===== config.mk =====
export PLATFORM = sky130hd
export DESIGN_NAME = ddr3_cmd_decoder
export DESIGN_NICKNAME = d
export VERILOG_FILES = /design/src/rtl/ddr3_cmd_decoder.sv
export SDC_FILE = /design/constraint.sdc
export NUM_CORES = 1
export LEC_CHECK = 0
export BUFFER_PORTS_ARGS = -buffer_cell sky130_fd_sc_hd__buf_2
export CORE_ASPECT_RATIO = 0.8
export CORE_UTILIZATION = 25
export DETAILED_ROUTE_END_ITERATION = 6
export SETUP_SLACK_MARGIN = 0.3
export SYNTH_ARGS = -nofsm -noshare
export SYNTH_HDL_FRONTEND = slang
export SYNTH_SLANG_ARGS = --single-unit

===== constraint.sdc =====
create_clock -name clk -period 8.7 [get_ports clk]
set_clock_uncertainty 0.05 [all_clocks]
set_input_delay 0.87 -clock clk [delete_from_list [all_inputs] [get_ports clk]]
set_output_delay 0.87 -clock clk [all_outputs]
set_load 0.03 [all_outputs]

===== src/rtl/ddr3_cmd_decoder.sv =====
// DDR3 command-bus receiver for the PHY model: decodes each sampled command,
// tracks per-bank row state, enforces inter-command timing, returns reads
// after CL cycles and reports/counts protocol violations.
module ddr3_cmd_decoder #(
  parameter int T_RCD = 5,
  parameter int T_RP  = 5,
  parameter int T_RAS = 15,
  parameter int T_RFC = 44,
  parameter int T_CCD = 4,
  parameter int CL    = 5
) (
  input  logic        clk,
  input  logic        rst_n,
  input  logic        ddr3_ras_n,
  input  logic        ddr3_cas_n,
  input  logic        ddr3_we_n,
  input  logic [1:0]  ddr3_ba,
  input  logic [12:0] ddr3_addr,
  output logic [3:0]  bank_open,
  output logic [51:0] bank_row,
  output logic        rd_valid,
  output logic [1:0]  rd_bank,
  output logic [12:0] rd_col,
  output logic        wr_valid,
  output logic [1:0]  wr_bank,
  output logic [12:0] wr_col,
  output logic        err_valid,
  output logic [2:0]  err_code,
  output logic [1:0]  err_bank,
  output logic [15:0] err_count
);
  localparam int CW = 16;
  localparam logic [CW-1:0] ONE = CW'(1);

  typedef enum logic [1:0] {S_IDLE, S_ACTIVATING, S_ACTIVE, S_PRECHARGING} bank_state_t;

  // Timers hold "cycles still to wait"; zero means the constraint is met.
  bank_state_t   state     [4];
  logic [CW-1:0] phase_cnt [4];
  logic [CW-1:0] ras_cnt   [4];
  logic [12:0]   row       [4];
  logic [CW-1:0] rfc_cnt;
  logic [CW-1:0] ccd_cnt;

  logic          rd_vld_p  [CL];
  logic [1:0]    rd_bank_p [CL];
  logic [12:0]   rd_col_p  [CL];

  logic [2:0]  cmd;
  logic        is_nop, is_act, is_rd, is_wr, is_pre, is_ref, is_ill;
  logic        refreshing, any_busy, err_hit;
  logic        acc_act, acc_rd, acc_wr, acc_pre, acc_ref;
  logic [2:0]  err_c;
  bank_state_t sel_state;

  assign cmd        = {ddr3_ras_n, ddr3_cas_n, ddr3_we_n};
  assign sel_state  = state[ddr3_ba];
  assign refreshing = (rfc_cnt != '0);

  // Command decode and "any bank not idle" summary.
  always_comb begin
    is_nop   = (cmd == 3'b111);
    is_act   = (cmd == 3'b011);
    is_rd    = (cmd == 3'b101);
    is_wr    = (cmd == 3'b100);
    is_pre   = (cmd == 3'b010);
    is_ref   = (cmd == 3'b001);
    is_ill   = (cmd == 3'b000) || (cmd == 3'b110);
    any_busy = 1'b0;
    for (int b = 0; b < 4; b++) begin
      if (state[b] != S_IDLE) any_busy = 1'b1;
    end
  end

  // Violation check in priority order; an offending command is otherwise ignored.
  always_comb begin
    err_c = 3'd0;
    if (!is_nop && refreshing)
      err_c = 3'd5;
    else if (is_ill)
      err_c = 3'd6;
    else if (is_act && sel_state != S_IDLE)
      err_c = 3'd1;
    else if ((is_rd || is_wr) && sel_state != S_ACTIVE)
      err_c = 3'd2;
    else if ((is_rd || is_wr) && ccd_cnt != '0)
      err_c = 3'd7;
    else if (is_pre && (sel_state == S_ACTIVE || sel_state == S_ACTIVATING) && ras_cnt[ddr3_ba] != '0)
      err_c = 3'd3;
    else if (is_ref && any_busy)
      err_c = 3'd4;
    err_hit = (err_c != 3'd0);
    acc_act = is_act && !err_hit;
    acc_rd  = is_rd  && !err_hit;
    acc_wr  = is_wr  && !err_hit;
    acc_pre = is_pre && !err_hit;
    acc_ref = is_ref && !err_hit;
  end

  // Per-bank state machines with their tRCD/tRP phase timers and tRAS timers.
  always_ff @(posedge clk or negedge rst_n) begin
    if (!rst_n) begin
      for (int b = 0; b < 4; b++) begin
        state[b]     <= S_IDLE;
        phase_cnt[b] <= '0;
        ras_cnt[b]   <= '0;
        row[b]       <= '0;
      end
    end else begin
      for (int b = 0; b < 4; b++) begin
        if (ras_cnt[b] != '0) ras_cnt[b] <= ras_cnt[b] - ONE;
        case (state[b])
          S_IDLE: begin
            if (acc_act && ddr3_ba == 2'(b)) begin
              row[b]     <= ddr3_addr;
              ras_cnt[b] <= CW'(T_RAS - 1);
              if (T_RCD <= 1) begin
                state[b] <= S_ACTIVE;
              end else begin
                state[b]     <= S_ACTIVATING;
                phase_cnt[b] <= CW'(T_RCD - 2);
              end
            end
          end
          S_ACTIVATING, S_ACTIVE: begin
            if (acc_pre && ddr3_ba == 2'(b)) begin
              if (T_RP <= 1) begin
                state[b] <= S_IDLE;
              end else begin
                state[b]     <= S_PRECHARGING;
                phase_cnt[b] <= CW'(T_RP - 2);
              end
            end else if (state[b] == S_ACTIVATING) begin
              if (phase_cnt[b] == '0) state[b] <= S_ACTIVE;
              else phase_cnt[b] <= phase_cnt[b] - ONE;
            end
          end
          default: begin
            if (phase_cnt[b] == '0) state[b] <= S_IDLE;
            else phase_cnt[b] <= phase_cnt[b] - ONE;
          end
        endcase
      end
    end
  end

  // Global refresh and column-to-column spacing timers.
  always_ff @(posedge clk or negedge rst_n) begin
    if (!rst_n) begin
      rfc_cnt <= '0;
      ccd_cnt <= '0;
    end else begin
      if (acc_ref) rfc_cnt <= CW'(T_RFC - 1);
      else if (rfc_cnt != '0) rfc_cnt <= rfc_cnt - ONE;
      if (acc_rd || acc_wr) ccd_cnt <= CW'(T_CCD - 1);
      else if (ccd_cnt != '0) ccd_cnt <= ccd_cnt - ONE;
    end
  end

  // CL-deep read-return pipeline; it keeps shifting through REF and PRE.
  always_ff @(posedge clk or negedge rst_n) begin
    if (!rst_n) begin
      for (int i = 0; i < CL; i++) begin
        rd_vld_p[i]  <= 1'b0;
        rd_bank_p[i] <= '0;
        rd_col_p[i]  <= '0;
      end
    end else begin
      rd_vld_p[0]  <= acc_rd;
      rd_bank_p[0] <= ddr3_ba;
      rd_col_p[0]  <= ddr3_addr;
      for (int i = 1; i < CL; i++) begin
        rd_vld_p[i]  <= rd_vld_p[i-1];
        rd_bank_p[i] <= rd_bank_p[i-1];
        rd_col_p[i]  <= rd_col_p[i-1];
      end
    end
  end

  // Registered write strobe, error pulse and saturating error counter.
  always_ff @(posedge clk or negedge rst_n) begin
    if (!rst_n) begin
      wr_valid  <= 1'b0;
      wr_bank   <= '0;
      wr_col    <= '0;
      err_valid <= 1'b0;
      err_code  <= '0;
      err_bank  <= '0;
      err_count <= '0;
    end else begin
      wr_valid <= acc_wr;
      if (acc_wr) begin
        wr_bank <= ddr3_ba;
        wr_col  <= ddr3_addr;
      end
      err_valid <= err_hit;
      err_code  <= err_c;
      err_bank  <= err_hit ? ddr3_ba : 2'd0;
      if (err_hit && err_count != 16'hFFFF) err_count <= err_count + 16'd1;
    end
  end

  assign rd_valid = rd_vld_p[CL-1];
  assign rd_bank  = rd_bank_p[CL-1];
  assign rd_col   = rd_col_p[CL-1];

  // Bank status outputs straight from the state and row registers.
  always_comb begin
    bank_open = '0;
    bank_row  = '0;
    for (int b = 0; b < 4; b++) begin
      bank_open[b]        = (state[b] == S_ACTIVE);
      bank_row[13*b +: 13] = row[b];
    end
  end

endmodule


==> qor.tcl, run 1 <==
set qor(layout.cells.most_common) {dfrtp_1}
set qor(grt_pass1_vias) 11000
set qor(max_freq_mhz) 240
set qor(die-width_um) 281
set qor(crit_path_top_delay_cell) {a21oi_1}
set qor(drtPass1Iterations) 5
set qor(maximum_buffer_depth_of_the_clock_tree) 3
set qor(highest-signal-layer) {met4}
set qor(clock_power_share_pct) 28.4
set qor(synthesis.yosys.warnings) 0
set qor(p_per_area_nw_per_um2) 329
set qor(cts.clk_slew.worst_paths_ns) 0.06
set qor(ctsHoldBuffers) 0
set qor(yosysUniqueCellTypes) 85
set qor(postSynth.asyncResetShare_pct) 100
set qor(power_report.internal_total_mw) 3.71
set qor(synth_area_per_cell_um2) 10.8
set qor(critical_path_arrival_ns) 4.52
set qor(regArea_um2) 8460
set qor(post_synth_instance_area_um2) 15500
set qor(synthMuxAreaShare_pct) 3.68
set qor(power_switching_share_pct) 38.6
set qor(route.vias.total) 11100
set qor(grt_first_pass_wirelength_um) 58700
set qor(period_needed_ns) 4.17
set qor(yosysTopAreaCell) {dfrtp_1}
set qor(totalWireLength_um) 35800
set qor(area.growth.synth_to_final_pct) 18.4
set qor(synth-edff-count) 0
set qor(synthTopCellsByArea) {dfrtp_1 (54%), nand2_1 (3.6%), nor2_1 (3.6%), xnor2_1 (3.6%), mux2_2 (3.2%)}
set qor(synth_cells) 1437
set qor(first_iter_violations) 838
set qor(drive_gt1_share_pct) 20.2
set qor(critical_path.startpoint_type) {input port}
set qor(run_status) {complete, no violations}
set qor(die_area_um2) 63100
set qor(start_util_pct) 25.4
set qor(layout.cells.most_common_list) {dfrtp_1 (338), nand2_1 (150), nor2_1 (148), buf_2 (128), xnor2_1 (63)}
set qor(pin_count_of_the_biggest_net_entering_global_routing) 130
set qor(dp.cells) 2349
set qor(grt_antenna_before_repair) 1
set qor(max_cap_viol_count) 0
set qor(post-cts-setup-buffers) 0
set qor(worstSetupEndpointType) {flip-flop}
set qor(synth_ff_type) {dfrtp_1}
set qor(fin_setup_tns_ns) 0
set qor(cts_repair_resize_count) 0
set qor(fillerInstances) 6364
set qor(finalHoldViolCount) 0
set qor(io_buffer_count) 129
set qor(slew_viol_final) 0
set qor(placeableCoreArea_um2) 61200
set qor(worst_slew_pin_slew_ns) 1.11
set qor(routedWlPerCell_um) 14.8
set qor(tritoncts) {yes}
set qor(instances_no_fill) 2422
set qor(postSynthNetCount) 1493
set qor(slew-limit-headroom_pct) 25.8
set qor(htree_levels) 2
set qor(cell_breakdown_of_the_critical_path) {buf_2 > mux4_2 > inv_1 > ha_1 > o21ai_1 > o21ai_2 > nand3_2 > o31ai_4 > nand2b_1 > a21oi_1 > nor2_1}
set qor(hold_path.class) {reg -> reg}
set qor(cts_root_buffer) {clkbuf_16}
set qor(rows) 81
set qor(whs_ns) 0.275
set qor(switching_power_mw) 2.33
set qor(synth_compound_gate_area_share_pct) 7.23
set qor(ant_nets) 0
set qor(cts_inserted_buffers) 39
set qor(design.portCount) 130
set qor(area_of_the_multi_input_gates_um2) 6590
set qor(viasPerCell) 4.57
set qor(synth_adder_area_share_pct) 2.90
set qor(cp_max_fo) 14
set qor(clk-insertion-delay-late_ns) 0.58
set qor(synthSimpleGateAreaFrac_pct) 21.8
set qor(clock_sinks) 338
set qor(power_leakage_nw) 8.04
set qor(power_frac_comb_pct) 33.7
set qor(timing_worst_setup_path_type) {in -> reg}
set qor(power_share_of_the_sequential_group_pct) 37.8
set qor(synthDominantCellAreaShare_pct) 54.5
set qor(main_combinational_cell_family_by_area_after_synthesis) {simple AND/OR/NAND/NOR gates}
set qor(grt-ovfl-total) 0
set qor(worst_ep_required_time_ns) 9.04
set qor(wl_met1_um) 17200
set qor(die_height_um) 225
set qor(dp.final_hpwl_um) 24400
set qor(gp_congestion) 0.839
set qor(setup-violations-final) 0
set qor(finish.net_count) 1616
set qor(groute.usage.overall_pct) 11.5
set qor(critPathMaxStageDelay_ns) 0.84
set qor(unrepaired_setup_endpoints_after_global_routing) {no}
set qor(post-route-period-util_pct) 48.0
set qor(route.detailed.drc) 0
set qor(synth_xor_area_share_pct) 6.71
set qor(met2_length_um) 15800
set qor(synth-seq-cells) 338
set qor(ir_worst_vdd_v) 0.000129
set qor(synth_seq_area_share_pct) 54.5
set qor(detail_route_met3_wl_um) 1890
[state kept, by name, summed over array words and instances, names as in the netlist]
register,cells
phase_cnt,64
ras_cnt,64
bank_row,52
rd_col_p,52
ccd_cnt,16
err_count,16
rfc_cnt,16
rd_col,13
wr_col,13
rd_bank_p,8
state,8
rd_vld_p,4
err_code,3
err_bank,2
rd_bank,2
wr_bank,2
err_valid,1
rd_valid,1
wr_valid,1
[metrics by stage]
stage               util (%)  instance area, um2  setup WS, ns  power, mW
global route            30.0               18400          4.22       6.45
CTS                     30.0               18400          4.62       6.09
floorplan                  -               15500          5.04       3.83
finish                  30.0               18400          4.53       6.04
detailed placement      27.8               17000          4.02       4.33
global placement        27.8               17000          4.17       4.25
[Yosys cell counts, types with 4 or more instances]
cell type / instances
nor2_1: 148
dfrtp_1: 338
nor4_1: 34
buf_4: 16
nand4_1: 30
nand2b_1: 18
and3_1: 12
nor2b_1: 10
xor2_1: 56
o211ai_1: 6
ha_1: 36
nor4_2: 8
o21ai_0: 50
nand4b_1: 9
o31ai_1: 9
o21a_1: 4
nand2_1: 150
nor2_2: 10
or3_1: 27
nor3b_1: 6
nor3_1: 45
xnor2_1: 63
nand3b_1: 10
mux2_2: 44
buf_2: 16
o21ai_1: 4
a21oi_1: 54
a31oi_1: 5
nor4b_1: 4
and2_1: 9
nor4_4: 8
or4_1: 12
nand3_1: 40
or2_2: 10
clkbuf_1: 22
inv_1: 45
[layout make-up]
type	count	share of cell area, %
well taps	830	5.65
flip-flops and latches	338	46.0
clock buffers	51	6.10
diodes	1	0.0136
multi-input cells	994	35.9
clock inverters	21	1.40
inverters	47	0.960
repair buffers	140	4.02
[cell families after synthesis]
group | Yosys count
simple gates | 623
flops | 338
compound gates | 167
xor+xnor | 119
buf+inv | 105
mux | 49
fa+ha+maj | 36
[path summary, 6_finish.rpt]
kind                                 end  cells after the start  slack (ns)          from
max in group asynchronous  phase_cnt[19]                      2        6.70         rst_n
max                        phase_cnt[21]                     11        4.53    ddr3_ba[0]
min reg2reg                 rd_col_p[38]                      0        0.28  rd_col_p[51]
min                         rd_col_p[38]                      0        0.28  rd_col_p[51]
min in group asynchronous   err_count[6]                      1        0.37         rst_n
max reg2reg                phase_cnt[21]                      8        4.56   rfc_cnt[13]
[routing by layer]
metal,vias to the layer above,GRT usage [%]
met4,0,3.88
met1,5536,16.3
met3,55,2.27
met5,-,0
met2,240,17.3
li1,5248,-
[worst max-delay path, delay by kind of cell]
kind / cells / cell delay, ns
AO/OA/AOI/OAI: 4 / 1.94
AND/OR/NAND/NOR: 3 / 0.70
buffers and inverters: 2 / 0.29
multiplexers: 1 / 0.56
adder cells (fa/ha/maj): 1 / 0.14
[power by group through the flow]
stage / Sequential [mW] / Clock [mW] / Combinational (mW)
final: 2.29 / 1.72 / 2.04
after global routing: 2.34 / 1.83 / 2.28
after CTS: 2.28 / 1.77 / 2.04
after detailed placement: 2.30 / 0 / 2.03
after global placement: 2.28 / 0 / 1.97
after floorplan: 2.31 / 0 / 1.52
(Power assumes the default switching activity.)
==> run 2: changes to the inputs <==
clock period = 4.2 ns   (was 8.7 ns; I/O delays follow)
==> qor.tcl, run 2 (synthesis gave the netlist of run 1 again) <==
set qor(run_status) {complete, no violations}
set qor(final_core_utilization_pct) 30.1 ;# +0.092 points
set qor(first_iter_violations) 897 ;# +7.0%
set qor(groute.usage.overall_pct) 11.7 ;# +0.26 points
set qor(layout.cells.most_common) {dfrtp_1}
set qor(biggestRegsByFlops) {phase_cnt: 64 flops, ras_cnt: 64 flops}
set qor(placed_area_um2) 17100 ;# +0.68%
set qor(totalWireLength_um) 36300 ;# +1.5%
set qor(io_buffer_count) 129 ;# unchanged
set qor(routedWlPerCell_um) 14.9 ;# +1.0%
set qor(timing.critical_path.to) {phase_cnt[15]}
set qor(placeableCoreArea_um2) 61200 ;# unchanged
set qor(worst_slew_pin_slew_ns) 1.21 ;# +0.0998 ns
set qor(power_share_of_the_sequential_group_pct) 38.1 ;# +0.3 points
set qor(setup-violations-final) 0 ;# unchanged
set qor(grt-ovfl-total) 0 ;# unchanged
set qor(grt_pass1_vias) 11200 ;# +2.3%
set qor(drtPass1Iterations) 5 ;# unchanged
set qor(area.growth.synth_to_final_pct) 18.8
set qor(cts_inserted_buffers) 38 ;# -2.6%
set qor(maximum_buffer_depth_of_the_clock_tree) 3 ;# unchanged
set qor(die_height_um) 225 ;# unchanged
set qor(post-cts-setup-buffers) 0 ;# unchanged
set qor(place_worst_setup_slack_ns) 0.492 ;# -3.53 ns
set qor(die-width_um) 281 ;# unchanged
set qor(fin_setup_tns_ns) 0 ;# unchanged
set qor(layout.cells.most_common_list) {dfrtp_1 (338), nand2_1 (150), nor2_1 (148), buf_2 (128), xnor2_1 (63)}
set qor(post-route-period-util_pct) 84.0
set qor(htree_levels) 2 ;# unchanged
set qor(switching_power_mw) 4.77 ;# +100%
set qor(reg2regPathDepth) 10 ;# +2
set qor(viasPerCell) 4.57 ;# -0.17%
set qor(clock_sinks) 338 ;# unchanged
set qor(hold_path.class) {in -> reg}
set qor(route.vias.total) 11100 ;# +0.32%
set qor(p_per_area_nw_per_um2) 675 ;# +110%
set qor(drive_gt1_share_pct) 20.4 ;# +0.16 points
set qor(crit_path_start) {state[4]}
set qor(critical_path_arrival_ns) 3.93 ;# -0.59 ns
set qor(rows) 81 ;# unchanged
set qor(crit-reg2reg-capture) {phase_cnt[15]}
set qor(finalHoldViolCount) 0 ;# unchanged
set qor(dp.final_hpwl_um) 25200 ;# +3.1%
set qor(pin_count_of_the_biggest_net_entering_global_routing) 91 ;# -30%
set qor(start_util_pct) 25.4 ;# unchanged
set qor(route.detailed.drc) 0 ;# unchanged
set qor(tritoncts) {yes}
set qor(slew-limit-headroom_pct) 19.2 ;# -6.7 points
set qor(critical_path.startpoint_type) {flip-flop}
set qor(cp_max_fo) 12 ;# -2
set qor(ant_nets) 0 ;# unchanged
set qor(worstSetupEndpointType) {flip-flop}
set qor(power_report.internal_total_mw) 7.68 ;# +110%
set qor(grt_antenna_before_repair) 4 ;# +3
set qor(design.portCount) 130 ;# unchanged
set qor(period_needed_ns) 3.53
set qor(max_cap_viol_count) 0 ;# unchanged
set qor(rrSetupSlack_ns) 0.67 ;# -3.89 ns
set qor(grt_first_pass_wirelength_um) 59900 ;# +2.0%
set qor(gp_congestion) 0.835 ;# -0.56%
set qor(power_switching_share_pct) 38.3 ;# -0.28 points
set qor(finish.net_count) 1632 ;# +0.99%
set qor(timing_worst_setup_path_type) {reg -> reg}
set qor(whs_path_depth) 1 ;# +1
set qor(power_frac_comb_pct) 34.7 ;# +1.0 points
set qor(finalWorstSetupSlack_ns) 0.673 ;# -3.86 ns
set qor(finalInstanceArea_um2) 18400 ;# +0.31%
set qor(unrepaired_setup_endpoints_after_global_routing) {no}
set qor(cts.clk_slew.worst_paths_ns) 0.07 ;# about the same
set qor(slew_viol_final) 0 ;# unchanged
set qor(worst_ep_required_time_ns) 4.60 ;# -4.44 ns
set qor(die_area_um2) 63100 ;# unchanged
set qor(max_freq_mhz) 284
set qor(clock_power_share_pct) 27.2 ;# -1.2 points
set qor(clk-insertion-delay-late_ns) 0.55 ;# -0.03 ns
set qor(cts_root_buffer) {clkbuf_16}
set qor(power_leakage_nw) 8.08 ;# +0.47%
set qor(ir_worst_vdd_v) 0.000263 ;# +100%
set qor(timing.rr.start) {state[4]}
set qor(min_from) {ddr3_addr[9]}
-- run 2: changes by cell type in the layout (fill, tap and decap cells not counted), sizes merged --
| cell | before | now |
|---|---|---|
| dlygate4sd3 | 0 | 5 |
| inv | 50 | 49 |
| buf | 140 | 152 |
| clkbuf | 51 | 45 |
| bufinv | 3 | 5 |
| clkinv | 11 | 12 |
| clkinvlp | 4 | 3 |
-- run 2: per-stage QoR --
step / std cells / hold WS (ns) / total power, mW
4_1_cts: 2433 / 0.000292 / 12.6
2_1_floorplan: 1437 / 0.0744 / 7.93
5_1_grt: 2434 / 0.00209 / 13.3
6_report: 2434 / 0.0297 / 12.4
3_3_place_gp: 2361 / 0.282 / 8.92
3_5_place_dp: 2361 / 0.285 / 9.09
-- run 2: power by group through the flow --
stage          logic (mW)  registers, mW  clock network [mW]
2_1_floorplan        3.14           4.79                   0
3_3_place_gp         4.19           4.74                   0
3_5_place_dp         4.31           4.78                   0
4_1_cts              4.33           4.74                3.50
5_1_grt              4.85           4.86                3.63
6_report             4.32           4.75                3.38
-- run 2: worst max-delay path, cell delays in order, from the launching register on --
cell and delay [ns]:
dfrtp_1 0.45, mux4_2 0.48, inv_1 0.09, ha_1 0.15
o21ai_1 0.12, o21a_1 0.30, nor3_4 0.38, a31o_1 0.47
nand2_1 0.32, or3_1 0.42, a21oi_1 0.17
-- run 2: per-layer routing --
metal | vias to the layer above | GRT usage [%] | part of all wire [%]
li1 | 5260 | - | -
met1 | 5539 | 15.8 | 46
met2 | 251 | 18.3 | 45
met3 | 63 | 2.79 | 5.9
met4 | 2 | 4.39 | 2.5
met5 | - | 0 | 0.036
-- run 2: timing repair --
item,in CTS,in global routing
gates resized for setup,0,1
setup endpoints to repair,0,1
hold buffers,5,0
hold endpoints to repair,90,0
-- run 2: final cells by class --
type	count	area, um2
multi-input cells	994	6600
repair buffers	157	903
diodes	1	2.50
flip-flops and latches	338	8460
fillers	6306	42800
well taps	830	1040
clock inverters	22	265
clock buffers	45	997
inverters	47	176
-- run 2: worst min path at each step --
stage                    to  slack (ns)
3_3_place_gp   rd_col_p[34]        0.28
2_1_floorplan   bank_row[0]        0.07
5_1_grt        rd_col_p[60]       0.002
6_report       rd_col_p[61]        0.03
3_5_place_dp     rd_bank[1]        0.28
4_1_cts        rd_col_p[60]      0.0003
==> run 3: changes to the inputs <==
clock period = 3.2 ns   (was 4.2 ns; I/O delays follow)
==> qor.tcl, run 3 (synthesis gave the netlist of run 1 again) <==
set qor(worst_ep_required_time_ns) 3.57 ;# -1.03 ns
set qor(die_height_um) 225 ;# unchanged
set qor(period_needed_ns) 2.90 ;# -0.628 ns
set qor(layout.cells.most_common_list) {dfrtp_1 (337), nand2_1 (145), nor2_1 (144), buf_2 (128), buf_4 (69)}
set qor(ant_nets) 0 ;# unchanged
set qor(whs_path_depth) 2 ;# +1
set qor(design.portCount) 130 ;# unchanged
set qor(design_power_total_mw) 17.7 ;# +42%
set qor(io_buffer_count) 129 ;# unchanged
set qor(grt_antenna_before_repair) 0 ;# -4
set qor(gp_congestion) 0.851 ;# +1.9%
set qor(power_report.internal_total_mw) 11.0 ;# +43%
set qor(ir_worst_vdd_v) 0.000348 ;# +32%
set qor(grt_pass1_vias) 11300 ;# +0.69%
set qor(unrepaired_setup_endpoints_after_global_routing) {yes}
set qor(totalWireLength_um) 38000 ;# +4.4%
set qor(finish.net_count) 1720 ;# +5.4%
set qor(slew_viol_final) 0 ;# unchanged
set qor(htree_levels) 2 ;# unchanged
set qor(setup-violations-final) 0 ;# unchanged
set qor(die_area_um2) 63100 ;# unchanged
set qor(drtPass1Iterations) 5 ;# unchanged
set qor(power_frac_comb_pct) 38.9 ;# +4.2 points
set qor(groute.usage.overall_pct) 11.7 ;# -0.078 points
set qor(biggestRegsByFlops) {phase_cnt: 64 flops, ras_cnt: 64 flops}
set qor(finalWorstSetupSlack_ns) 0.301 ;# -0.372 ns
set qor(clock_sinks) 338 ;# unchanged
set qor(layout.cells.most_common) {dfrtp_1}
set qor(post-route-period-util_pct) 90.6 ;# +6.6 points
set qor(slew-limit-headroom_pct) 50.4 ;# +31 points
set qor(critical_path.startpoint_type) {flip-flop}
set qor(grt-ovfl-total) 0 ;# unchanged
set qor(pin_count_of_the_biggest_net_entering_global_routing) 77 ;# -15%
set qor(run_status) {complete, no violations}
set qor(drive_gt1_share_pct) 27.2 ;# +6.8 points
set qor(max_cap_viol_count) 0 ;# unchanged
set qor(p_per_area_nw_per_um2) 891 ;# +32%
set qor(worstSetupEndpointType) {flip-flop}
set qor(power_share_of_the_sequential_group_pct) 35.3 ;# -2.8 points
set qor(power_leakage_nw) 8.70 ;# +7.7%
set qor(area.growth.synth_to_final_pct) 27.7
set qor(first_iter_violations) 805 ;# -10%
set qor(placeableCoreArea_um2) 61200 ;# unchanged
set qor(clk-insertion-delay-late_ns) 0.55 ;# about the same
set qor(critical_path_arrival_ns) 3.27 ;# -0.66 ns
set qor(place_worst_setup_slack_ns) 0.00821 ;# -0.484 ns
set qor(routedWlPerCell_um) 15.1 ;# +0.84%
set qor(dp.final_hpwl_um) 24700 ;# -1.7%
set qor(switching_power_mw) 6.69 ;# +40%
set qor(route.detailed.drc) 0 ;# unchanged
set qor(fin_setup_tns_ns) 0 ;# unchanged
set qor(cts_inserted_buffers) 39 ;# +2.6%
set qor(power_switching_share_pct) 37.9 ;# -0.40 points
set qor(hold_path.class) {in -> reg}
set qor(reg2regPathDepth) 12 ;# +2
set qor(tritoncts) {yes}
set qor(max_freq_mhz) 345 ;# +22%
set qor(start_util_pct) 25.4 ;# unchanged
set qor(cts_root_buffer) {clkbuf_16}
set qor(viasPerCell) 4.55 ;# -0.46%
set qor(worst_slew_pin_slew_ns) 0.738 ;# -0.474 ns
set qor(finalHoldViolCount) 0 ;# unchanged
set qor(clock_power_share_pct) 25.8 ;# -1.4 points
set qor(grt_first_pass_wirelength_um) 59500 ;# -0.70%
set qor(cts.clk_slew.worst_paths_ns) 0.06 ;# about the same
set qor(die-width_um) 281 ;# unchanged
set qor(timing_worst_setup_path_type) {reg -> reg}
set qor(rows) 81 ;# unchanged
set qor(cp_max_fo) 8 ;# -4
set qor(maximum_buffer_depth_of_the_clock_tree) 3 ;# unchanged
set qor(antenna_cells) 0 ;# -1
set qor(route.vias.total) 11500 ;# +3.1%
==> run 3: worst paths after layout <==
kind                                 to  slack (ns)    startpoint
min in group asynchronous   ras_cnt[33]        0.30         rst_n
setup / recovery              wr_col[9]        0.30      state[7]
hold / removal                 wr_valid        0.05     ddr3_we_n
setup reg to reg              wr_col[9]        0.30      state[7]
hold reg to reg            rd_col_p[15]        0.29  rd_col_p[28]
max in group asynchronous  rd_col_p[50]        1.91         rst_n
==> run 3: metal layers <==
layer  wire length (um)  vias up  track usage, %
li1                   -     5449               -
met1              17800     5705            15.9
met2              17400      247            18.1
met3               1950       58            2.86
met4                835        0            3.54
met5                  0        -               0
==> run 3: critical path, stage by stage, from the launching register on <==
cell     delay (ns)
dfrtp_1        0.41
mux4_2         0.50
inv_2          0.09
ha_4           0.14
o21ai_4        0.07
o21ai_4        0.19
nand3_4        0.15
buf_6          0.15
buf_6          0.10
nor4_4         0.21
buf_6          0.17
buf_12         0.16
mux2_2         0.35
==> run 3: power by group through the flow <==
| stage | combinational [mW] | clock, mW | sequential [mW] |
|---|---|---|---|
| final | 6.86 | 4.56 | 6.23 |
| after CTS | 6.20 | 4.69 | 6.16 |
| after global routing | 7.57 | 4.87 | 6.37 |
| after global placement | 5.71 | 0 | 6.20 |
| after detailed placement | 5.85 | 0 | 6.25 |
| after floorplan | 4.14 | 0 | 6.29 |
==> run 3: repair_timing <==
action	4_1_cts	5_1_grt
endpoints found under the hold margin	85	0
setup endpoints to repair	155	155
hold buffers	14	0
setup buffers	25	19
cloned	2	5
pin swaps	11	21
gates resized for setup	17	103
==> run 3: layout make-up <==
cell class	instances	area (um2)
inverters	47	176
clock buffers	56	1140
clock inverters	12	170
flip-flops and latches	338	8460
fillers	6175	41400
well taps	830	1040
multi-input cells	994	7060
repair buffers	244	1770
==> run 3: through the flow <==
step / std cells / util [%] / area, um2 / hold WS [ns]
floorplan: 1437 / - / 15500 / -0.0256
global placement: 2388 / 28.4 / 17400 / 0.277
detailed placement: 2388 / 28.4 / 17400 / 0.282
CTS: 2497 / 31.3 / 19100 / 0.0141
global route: 2521 / 32.4 / 19800 / 0.0459
finish: 2521 / 32.4 / 19800 / 0.0529
